$ cat src/rtl/sample_uart_pkg.sv
// Shared definitions for the sample UART transmitter: FSM states, byte tags
// and the helper that turns one 18-bit sample into its three tagged bytes.
package sample_uart_pkg;

   localparam int SAMPLE_W = 18;

   localparam logic [1:0] TAG_HI  = 2'b10;
   localparam logic [1:0] TAG_MID = 2'b01;
   localparam logic [1:0] TAG_LO  = 2'b00;

   typedef enum logic [1:0] {
      IDLE,
      START,
      DATA,
      STOP
   } txState_e;

   // The 2-bit tags let the host find byte0 again after losing sync.
   function automatic logic [7:0] sampleByte(input logic [SAMPLE_W-1:0] s,
                                             input logic [1:0]          idx);
      case (idx)
         2'd0:    return {TAG_HI,  s[17:12]};
         2'd1:    return {TAG_MID, s[11:6]};
         default: return {TAG_LO,  s[5:0]};
      endcase
   endfunction

endpackage

$ cat src/rtl/sample_fifo.sv
// Single-clock first-word-fall-through FIFO. A write into a full FIFO is still
// accepted when a read happens on the same edge.
module sample_fifo #(
   parameter int WIDTH      = 18,
   parameter int DEPTH_LOG2 = 3
) (
   input  logic             clk,
   input  logic             rst,
   input  logic             wrEn_i,
   input  logic             rdEn_i,
   input  logic [WIDTH-1:0] wrData_i,
   output logic [WIDTH-1:0] rdData_o,
   output logic             full_o,
   output logic             empty_o
);

   localparam int DEPTH = 1 << DEPTH_LOG2;

   logic [WIDTH-1:0]      mem_q [DEPTH];
   logic [DEPTH_LOG2-1:0] wrPtr_q;
   logic [DEPTH_LOG2-1:0] rdPtr_q;
   logic [DEPTH_LOG2:0]   count_q;
   logic                  wrOk;
   logic                  rdOk;

   assign full_o   = (count_q == (DEPTH_LOG2+1)'(DEPTH));
   assign empty_o  = (count_q == '0);
   assign rdData_o = mem_q[rdPtr_q];
   assign wrOk     = wrEn_i & (~full_o | rdEn_i);
   assign rdOk     = rdEn_i & ~empty_o;

   always_ff @(posedge clk) begin
      if (wrOk) begin
         mem_q[wrPtr_q] <= wrData_i;
      end
   end

   always_ff @(posedge clk or posedge rst) begin
      if (rst) begin
         wrPtr_q <= '0;
         rdPtr_q <= '0;
         count_q <= '0;
      end else begin
         if (wrOk) wrPtr_q <= wrPtr_q + 1'b1;
         if (rdOk) rdPtr_q <= rdPtr_q + 1'b1;
         case ({wrOk, rdOk})
            2'b10:   count_q <= count_q + 1'b1;
            2'b01:   count_q <= count_q - 1'b1;
            default: count_q <= count_q;
         endcase
      end
   end

endmodule

$ cat src/rtl/sample_uart_tx.sv
// Buffers 18-bit result samples and sends each as three tagged bytes on an
// 8N1 UART line, back to back with no idle gap while samples are queued.
module sample_uart_tx
   import sample_uart_pkg::*;
#(
   parameter int CLKS_PER_BIT    = 868,
   parameter int FIFO_DEPTH_LOG2 = 3
) (
   input  logic                clk,
   input  logic                rst,
   input  logic [SAMPLE_W-1:0] sampleIn,
   input  logic                sampleValid,
   output logic                txd,
   output logic                busy,
   output logic                overflow
);

   localparam int BAUD_W = (CLKS_PER_BIT > 1) ? $clog2(CLKS_PER_BIT) : 1;
   localparam logic [BAUD_W-1:0] BAUD_LAST = BAUD_W'(CLKS_PER_BIT - 1);

   txState_e            state_q, state_d;
   logic [BAUD_W-1:0]   baudCnt_q, baudCnt_d;
   logic [2:0]          bitIdx_q, bitIdx_d;
   logic [1:0]          byteIdx_q, byteIdx_d;
   logic [SAMPLE_W-1:0] sample_q, sample_d;
   logic                txd_q, txd_d;
   logic                busy_q;
   logic                overflow_q;

   logic                pop;
   logic                fifoFull;
   logic                fifoEmpty;
   logic [SAMPLE_W-1:0] fifoDout;
   logic                wrAccepted;
   logic                baudDone;
   logic [7:0]          curByte;
   logic [2:0]          nextBit;

   sample_fifo #(
      .WIDTH      (SAMPLE_W),
      .DEPTH_LOG2 (FIFO_DEPTH_LOG2)
   ) u_fifo (
      .clk      (clk),
      .rst      (rst),
      .wrEn_i   (sampleValid),
      .rdEn_i   (pop),
      .wrData_i (sampleIn),
      .rdData_o (fifoDout),
      .full_o   (fifoFull),
      .empty_o  (fifoEmpty)
   );

   assign baudDone   = (baudCnt_q == BAUD_LAST);
   assign curByte    = sampleByte(sample_q, byteIdx_q);
   assign nextBit    = bitIdx_q + 3'd1;
   assign wrAccepted = sampleValid & (~fifoFull | pop);

   // txd is computed one edge ahead so the line itself comes straight off a flop.
   always_comb begin
      state_d   = state_q;
      baudCnt_d = baudDone ? '0 : baudCnt_q + BAUD_W'(1);
      bitIdx_d  = bitIdx_q;
      byteIdx_d = byteIdx_q;
      sample_d  = sample_q;
      txd_d     = txd_q;
      pop       = 1'b0;
      case (state_q)
         IDLE: begin
            baudCnt_d = '0;
            txd_d     = 1'b1;
            if (!fifoEmpty) begin
               pop       = 1'b1;
               sample_d  = fifoDout;
               byteIdx_d = 2'd0;
               state_d   = START;
               txd_d     = 1'b0;
            end
         end
         START: begin
            if (baudDone) begin
               state_d  = DATA;
               bitIdx_d = 3'd0;
               txd_d    = curByte[0];
            end
         end
         DATA: begin
            if (baudDone) begin
               if (bitIdx_q == 3'd7) begin
                  state_d = STOP;
                  txd_d   = 1'b1;
               end else begin
                  bitIdx_d = nextBit;
                  txd_d    = curByte[nextBit];
               end
            end
         end
         STOP: begin
            if (baudDone) begin
               if (byteIdx_q != 2'd2) begin
                  byteIdx_d = byteIdx_q + 2'd1;
                  state_d   = START;
                  txd_d     = 1'b0;
               end else if (!fifoEmpty) begin
                  pop       = 1'b1;
                  sample_d  = fifoDout;
                  byteIdx_d = 2'd0;
                  state_d   = START;
                  txd_d     = 1'b0;
               end else begin
                  state_d = IDLE;
                  txd_d   = 1'b1;
               end
            end
         end
         default: begin
            state_d = IDLE;
            txd_d   = 1'b1;
         end
      endcase
   end

   // The FIFO can only be non-empty in IDLE for the one cycle after a write,
   // so the next busy value is "leaving IDLE or a write just landed".
   always_ff @(posedge clk or posedge rst) begin
      if (rst) begin
         state_q    <= IDLE;
         baudCnt_q  <= '0;
         bitIdx_q   <= '0;
         byteIdx_q  <= '0;
         sample_q   <= '0;
         txd_q      <= 1'b1;
         busy_q     <= 1'b0;
         overflow_q <= 1'b0;
      end else begin
         state_q   <= state_d;
         baudCnt_q <= baudCnt_d;
         bitIdx_q  <= bitIdx_d;
         byteIdx_q <= byteIdx_d;
         sample_q  <= sample_d;
         txd_q     <= txd_d;
         busy_q    <= (state_d != IDLE) | wrAccepted;
         if (sampleValid && fifoFull && !pop) begin
            overflow_q <= 1'b1;
         end
      end
   end

   assign txd      = txd_q;
   assign busy     = busy_q;
   assign overflow = overflow_q;

endmodule

$ cat config.mk
export PLATFORM = sky130hd
export DESIGN_NAME = sample_uart_tx
export DESIGN_NICKNAME = d
export VERILOG_FILES = /design/src/rtl/sample_uart_pkg.sv /design/src/rtl/sample_fifo.sv /design/src/rtl/sample_uart_tx.sv
export SDC_FILE = /design/constraint.sdc
export NUM_CORES = 1
export LEC_CHECK = 0
export ABC_AREA = 1
export CORE_UTILIZATION = 30
export CTS_BUF_LIST = sky130_fd_sc_hd__clkbuf_4 sky130_fd_sc_hd__clkbuf_8 sky130_fd_sc_hd__clkbuf_16
export DETAILED_ROUTE_END_ITERATION = 12
export HOLD_SLACK_MARGIN = 0.1
export PLACE_DENSITY = 0.43
export SETUP_SLACK_MARGIN = 0.5
export SLEW_MARGIN = 20
export SYNTH_ARGS = -nofsm -noshare
export SYNTH_HDL_FRONTEND = slang
export SYNTH_SLANG_ARGS = --single-unit
$ cat constraint.sdc
create_clock -name clk -period 3.8 [get_ports clk]
set_input_delay 0.38 -clock clk [delete_from_list [all_inputs] [get_ports clk]]
set_output_delay 0.38 -clock clk [all_outputs]
set_load 0.005 [all_outputs]
==> key figures, run 1 <==
Detailed routing
  • DRC: 4
  • Total number of vias: 5217
  • Drt total wl: 18.7 mm
  • Drt initial violations: 427
  • Vias per std cell: between 4 and 5
  • 1st-pass router iterations: 11
  • WL/cell: between 15 and 20 um
  • Routed Antenna Nets: 0

Timing
  • Final setup TNS: 0 ns
  • Max_slew headroom: 0.357
  • Max Freq: 356 MHz
  • RSZ-0062 raised after global routing: false
  • Setup violations, final: 0
  • Final period util: 0.739
  • Period minus WS final: 2.81 ns
  • Final hold viol count: 0
  • Worst slew pin tran: 0.962 ns
  • Worst Skew: 0.0134 ns
  • Hold Worst Slack: 0.393 ns
  • Fin. max-slew vios: 0

GRT
  • Antenna violations before repair: 0
  • Busiest layer in global routing: met2
  • Met3 usage in global routing: 0.0226
  • Pin count of the biggest net entering global routing: 74
  • Met2 GRT Util: 0.230
  • Overall routing resource usage: 0.142
  • Grt ovf: 0
  • Met1 Use GR: 0.195
  • Number of global-route vias before repair: 5019
  • First-pass GRT wire length: 29.4 mm

Yosys
  • Cell taking the most area after synthesis: edfxtp_1
  • FF+latch count, synth: 192
  • Synth top area share: 0.537
  • Mapped Nets: 730
  • Yosys cell types: 35
  • Synth area leaders: edfxtp_1 54%, dfrtp_1 15%, o21ai_0 5.2%, nor2_1 5.2%, nand2_1 4.7%
  • Syn_area_per_cell: between 10 and 15 um^2
  • Post-synthesis cell area: 0.00805 mm^2
  • Yosys Warn Count: 0
  • Cells after Synth: 696
  • Part of the Yosys area used for sequential elements: 0.687

Setup path
  • CP Capture Type: flip-flop
  • CP max stage delay: around 0.39 ns
  • CP bufs+invs: 3
  • R2r setup slk: 0.99 ns
  • R2R depth: 12
  • FF-to-FF End: u_fifo.mem_q[7][8]$_DFFE_PP_
  • CP top delay family: simple AND/OR/NAND/NOR gates
  • Worst r2r src: baudCnt_q[0]$_DFF_PP0_
  • Worst Path Required: 3.92 ns
  • CP Cell Sequence: ha_1, inv_1, nor3_2, nand4_4, nand2_4, nand4_4, nand2_2, nand2_4, inv_1, nand2_1, nor2_2, buf_4
  • Largest fanout on the critical path: 12
  • Critical Path Start Type: flip-flop
  • Crit path kind: flip-flop to flip-flop
  • Critical Path AT: 2.93 ns
  • Critical-path top delay cell: dfrtp_1

Cells and area
  • Fraction of layout cells with a size suffix above 1: 0.106
  • Commonest cells after routing, fill and taps aside: 144 x edfxtp_1, 107 x nor2_1, 100 x nand2_1, 84 x o21ai_0, 46 x dfrtp_1
  • Commonest non-fill, non-tap cell in the layout: edfxtp_1
  • Final instance area: just over 0.009 mm^2
  • Area growth, synth to finish: 16.2%
  • Final core occ: 0.357
  • Ant. Diodes: 0
  • Nets: 760

Clocking
  • CTS hold repair buffers: 0
  • Worst-skew pair later-pin latency: 0.44 ns
  • Clk sink count: approximately 190
  • Num CTS Buffers: 17
  • Maximum level of the CTS H-tree: 4
  • Resize count post-CTS: 0
  • # Post-CTS Setup Buffers: 0
  • Clk buf depth: 2
  • CTS tree: done
  • CTS clk-pin slew, worst paths: 0.07 ns
  • Clock root buffer: clkbuf_16

Floorplan
  • Initial core utilization: 0.307
  • CORE AREA: 0.0262 mm^2
  • Die X: 166 um
  • Die ar.: around 0.027 mm^2
  • FP Rows: 59
  • Ports: 24
  • Height of the die: between 150 and 200 um

Power and ir drop
  • Static leakage: 0.00333 uW
  • Power Density: 531 mW/mm^2
  • Overall power: 4970 uW
  • Peak supply drop: ~0.23 mV

Min path
  • Hold Path Class: primary input to async pin

Job
  • Max-cap violation count: 0

Place
  • Port Buffers: 23
  • Area after DPL: 0.00876 mm^2
  • Placed wire-length estimate: 11.9 mm
  • Gpl congestion: just over 0.8

Outcome
  • Status: finished, violations left
  • Failing checks: design-rule violations
[where the power goes]
part | leakage, uW | switching (uW) | total (uW) | internal (uW)
Sequential | 0.00189 | 86.1 | 2620 | 2530
Clock | 0.000286 | 867 | 1810 | 942
Combinational | 0.00116 | 358 | 543 | 185
Total | 0.00333 | 1310 | 4970 | 3660
[cells by family (layout without fill, tap and decap cells)]
kind of cell,count (synthesis),count (layout),share of synthesized area
XOR/XNOR,7,7,0.00762
AO/OA/AOI/OAI,159,159,0.113
flip-flops,192,192,0.687
AND/OR/NAND/NOR,257,257,0.138
buffers and inverters,68,111,0.0342
adder cells (fa/ha/maj),13,13,0.0202
[metrics by stage]
step	std cells	setup WS, ns
floorplan	696	1.09
global placement	1042	1.02
detailed placement	1042	0.964
CTS	1074	0.934
global route	1074	0.702
finish	1074	0.991
[area by class of cell]
cell class                 instances  area, um^2
fill                            2527       16900
sequential                       192        5530
multi-input combinational        436        2260
clock buffer                      17         425
tap                              335         419
timing repair buffer              40         408
clock inverter                    15         170
inverter                          39         146
[sequential cells by signal (all words and copies together) (netlist names)]
name and flops:
busy 1, u_fifo.count_q 4, sample_q 18, baudCnt_q 10, byteIdx_q 2, u_fifo.mem_q 144, overflow 1, u_fifo.wrPtr_q 3
u_fifo.rdPtr_q 3, bitIdx_q 3, txd 1, state_q 2
[worst reg2reg max path, delay by kind of cell, from the launching register on]
kind | cells | cell delay, ns
fa+ha+maj | 1 | 0.21
flops | 1 | 0.39
buf+inv | 3 | 0.51
simple gates | 8 | 1.39
[worst max-delay path by stage]
stage               slack (ns)                   start                            end  cells past startpoint
finish                    0.99  baudCnt_q[0]$_DFF_PP0_   u_fifo.mem_q[7][8]$_DFFE_PP_                     12
global route              0.70  baudCnt_q[0]$_DFF_PP0_  u_fifo.mem_q[7][12]$_DFFE_PP_                     12
CTS                       0.93  baudCnt_q[0]$_DFF_PP0_  u_fifo.mem_q[7][12]$_DFFE_PP_                     12
detailed placement        0.96  baudCnt_q[0]$_DFF_PP0_  u_fifo.mem_q[3][11]$_DFFE_PP_                     12
global placement          1.02  baudCnt_q[0]$_DFF_PP0_  u_fifo.mem_q[7][11]$_DFFE_PP_                     12
floorplan                 1.09  baudCnt_q[0]$_DFF_PP0_   u_fifo.mem_q[1][0]$_DFFE_PP_                     11
[synthesized netlist by cell type, drive strengths merged]
library cell	instances
a31o	1
nor4	1
ha	13
nor2	116
nor3b	4
xnor2	3
nand3	19
o21ai	84
o22ai	39
a21oi	15
nand2	104
a211oi	1
or2	1
o21a	1
buf	4
nand4	5
dfrtp	47
nor3	7
a31oi	18
edfxtp	144
inv	38
clkinv	1
clkbuf	25
xor2	4
dfstp	1
[layer usage]
| metal | vias to the layer above | wire [um] |
|---|---|---|
| met2 | 107 | 8900 |
| met4 | 0 | 217 |
| met3 | 18 | 598 |
| met5 | - | 0 |
| met1 | 2560 | 9010 |
| li1 | 2532 | - |
Power figures use the tool's default switching activity.
==> run 2, diff against run 1 <==
- clock period: 3.8 -> 2.7 ns (I/O delays scaled with it)
==> key figures, run 2 (synthesis results as in run 1) <==
Outcome
  • Status: finished, violations left
  • Failing checks: design-rule violations

Setup path
  • CP Capture Type: flip-flop
  • Worst Path Required: 2.84 ns (-1.08 ns)
  • Crit path kind: flip-flop to flip-flop
  • R2R depth: 12 (unchanged)
  • Largest fanout on the critical path: 12 (unchanged)
  • Critical Path AT: 2.43 ns (-0.50 ns)
  • Critical Path Start Type: flip-flop

Detailed routing
  • Drt initial violations: 326 (-24%)
  • Total number of vias: 5285 (+1.3%)
  • Drt total wl: 19.2 mm (+2.7%)
  • 1st-pass router iterations: 9 (-2)
  • Routed Antenna Nets: 0 (unchanged)
  • DRC: 2 (-2)
  • WL/cell: 17.5 um (+0.61%)
  • Vias per std cell: 4.82 (-0.73%)

Timing
  • Final hold viol count: 0 (unchanged)
  • Final period util: 0.849 (+0.110)
  • Max Freq: 436 MHz (+23%)
  • Setup violations, final: 0 (unchanged)
  • Max_slew headroom: 0.623 (+0.266)
  • Period minus WS final: 2.29 ns (-0.517 ns)
  • Final setup TNS: 0 ns (unchanged)
  • Worst Skew: 0.0159 ns (+0.00244 ns)
  • Worst slew pin tran: 0.562 ns (-0.401 ns)
  • Fin. max-slew vios: 0 (unchanged)
  • RSZ-0062 raised after global routing: true

Floorplan
  • Ports: 24 (unchanged)
  • Height of the die: 166 um (unchanged)
  • Die X: 166 um (unchanged)
  • Die ar.: 0.0275 mm^2 (unchanged)
  • CORE AREA: 0.0262 mm^2 (unchanged)
  • FP Rows: 59 (unchanged)
  • Initial core utilization: 0.307 (unchanged)

GRT
  • Pin count of the biggest net entering global routing: 74 (unchanged)
  • Grt ovf: 0 (unchanged)
  • Number of global-route vias before repair: 5229 (+4.2%)
  • Overall routing resource usage: 0.143 (+0.00132)
  • First-pass GRT wire length: 30.0 mm (+2.0%)
  • Antenna violations before repair: 0 (unchanged)

Clocking
  • CTS clk-pin slew, worst paths: 0.08 ns (about the same)
  • Clk sink count: 192 (unchanged)
  • CTS tree: done
  • Num CTS Buffers: 17 (unchanged)
  • Worst-skew pair later-pin latency: 0.44 ns (about the same)
  • Maximum level of the CTS H-tree: 4 (unchanged)
  • Clock root buffer: clkbuf_16
  • CTS hold repair buffers: 0 (unchanged)
  • Clk buf depth: 2 (unchanged)

Power and ir drop
  • Net switching power: 1990 uW (+52%)
  • Overall power: 7200 uW (+45%)
  • Power Density: 735 mW/mm^2 (+38%)
  • Static leakage: 0.00348 uW (+4.6%)
  • Flop pwr share: 0.513 (-0.014)
  • Clock share of power: 0.350 (-0.014)
  • Combinational share of power: 0.137 (+0.028)
  • Peak supply drop: 0.344 mV (+48%)
  • Sw Ratio: 0.276 (+0.0124)
  • Pint: 5210 uW (+42%)

Cells and area
  • Commonest cells after routing, fill and taps aside: 144 x edfxtp_1, 106 x nor2_1, 99 x nand2_1, 82 x o21ai_0, 45 x dfrtp_1
  • Nets: 782 (+2.9%)
  • Biggest regs: u_fifo.mem_q: 144 flops, sample_q: 18 flops, baudCnt_q: 10 flops
  • Commonest non-fill, non-tap cell in the layout: edfxtp_1
  • Ant. Diodes: 0 (unchanged)
  • Area growth, synth to finish: 21.8%
  • Fraction of layout cells with a size suffix above 1: 0.154 (+0.0482)
  • Largest Register: u_fifo.mem_q
  • Max FFs per register: 144 (unchanged)

Place
  • Port Buffers: 23 (unchanged)
  • Placed wire-length estimate: 12.2 mm (+2.8%)
  • Gpl congestion: 0.808 (-1.5%)

Job
  • Max-cap violation count: 0 (unchanged)

Min path
  • Hold Path Class: primary input to async pin
==> run 2: per-layer routing <==
layer | track usage | vias up | wire length [um]
met2 | 0.234 | 79 | 9250
met4 | 0.0370 | 0 | 203
met3 | 0.0288 | 16 | 595
li1 | - | 2567 | -
met1 | 0.195 | 2623 | 9180
met5 | 0 | - | 0
==> run 2: cell type report <==
cell class | instances | area, um^2
fill | 2545 | 16400
timing repair buffer | 62 | 721
clock inverter | 14 | 156
sequential | 192 | 5530
inverter | 39 | 159
multi-input combinational | 436 | 2380
tap | 335 | 419
clock buffer | 18 | 433
==> run 2: final timing paths <==
check / from / endpoint / slack, ns
max: baudCnt_q[1]$_DFF_PP0_ / u_fifo.mem_q[2][4]$_DFFE_PP_ / 0.41
min: rst / sample_q[6]$_DFFE_PP0P_ / 0.20
max reg2reg: baudCnt_q[1]$_DFF_PP0_ / u_fifo.mem_q[2][4]$_DFFE_PP_ / 0.41
min reg2reg: overflow$_DFFE_PP0P_ / overflow$_DFFE_PP0P_ / 0.48
max in group asynchronous: rst / sample_q[8]$_DFFE_PP0P_ / 1.97
min in group clk: overflow$_DFFE_PP0P_ / overflow$_DFFE_PP0P_ / 0.48
==> run 2: repair_timing <==
action / CTS / global route
buffers inserted: 7 / 6
endpoints found under the setup margin: 147 / 151
hold endpoints to repair: 0 / 0
resized for setup: 11 / 25
pin swaps: 3 / 1
gates cloned: 0 / 3
==> run 2: critical path, cell delays in order, from the launching register on <==
cell and delay, ns:
dfrtp_1 0.40, ha_4 0.16, inv_2 0.04, nor3_4 0.14
nand4_4 0.11, nand2_4 0.10, nand4_4 0.11, nand2_2 0.11
nand2_4 0.08, buf_12 0.14, or2_4 0.29, nor2_4 0.14
buf_8 0.18
==> run 2: power groups by stage <==
stage                     combinational [uW]  clock [uW]  sequential [uW]
after floorplan                          488           0             3720
after global placement                   826           0             3750
after detailed placement                 843           0             3750
after CTS                                864        2580             3690
after global routing                    1090        2690             3730
final                                    986        2520             3700
==> run 2: metrics by stage <==
step | worst slack (ns) | instance area [um^2] | hold WS, ns | util | instances
after floorplan | 0.442 | 8140 | 0.369 | - | 696
after global routing | 0.307 | 9800 | 0.248 | 0.374 | 1096
after global placement | 0.202 | 8910 | 0.477 | 0.340 | 1048
final | 0.408 | 9800 | 0.203 | 0.374 | 1096
after detailed placement | 0.145 | 8910 | 0.472 | 0.340 | 1048
after CTS | 0.421 | 9590 | 0.205 | 0.366 | 1087
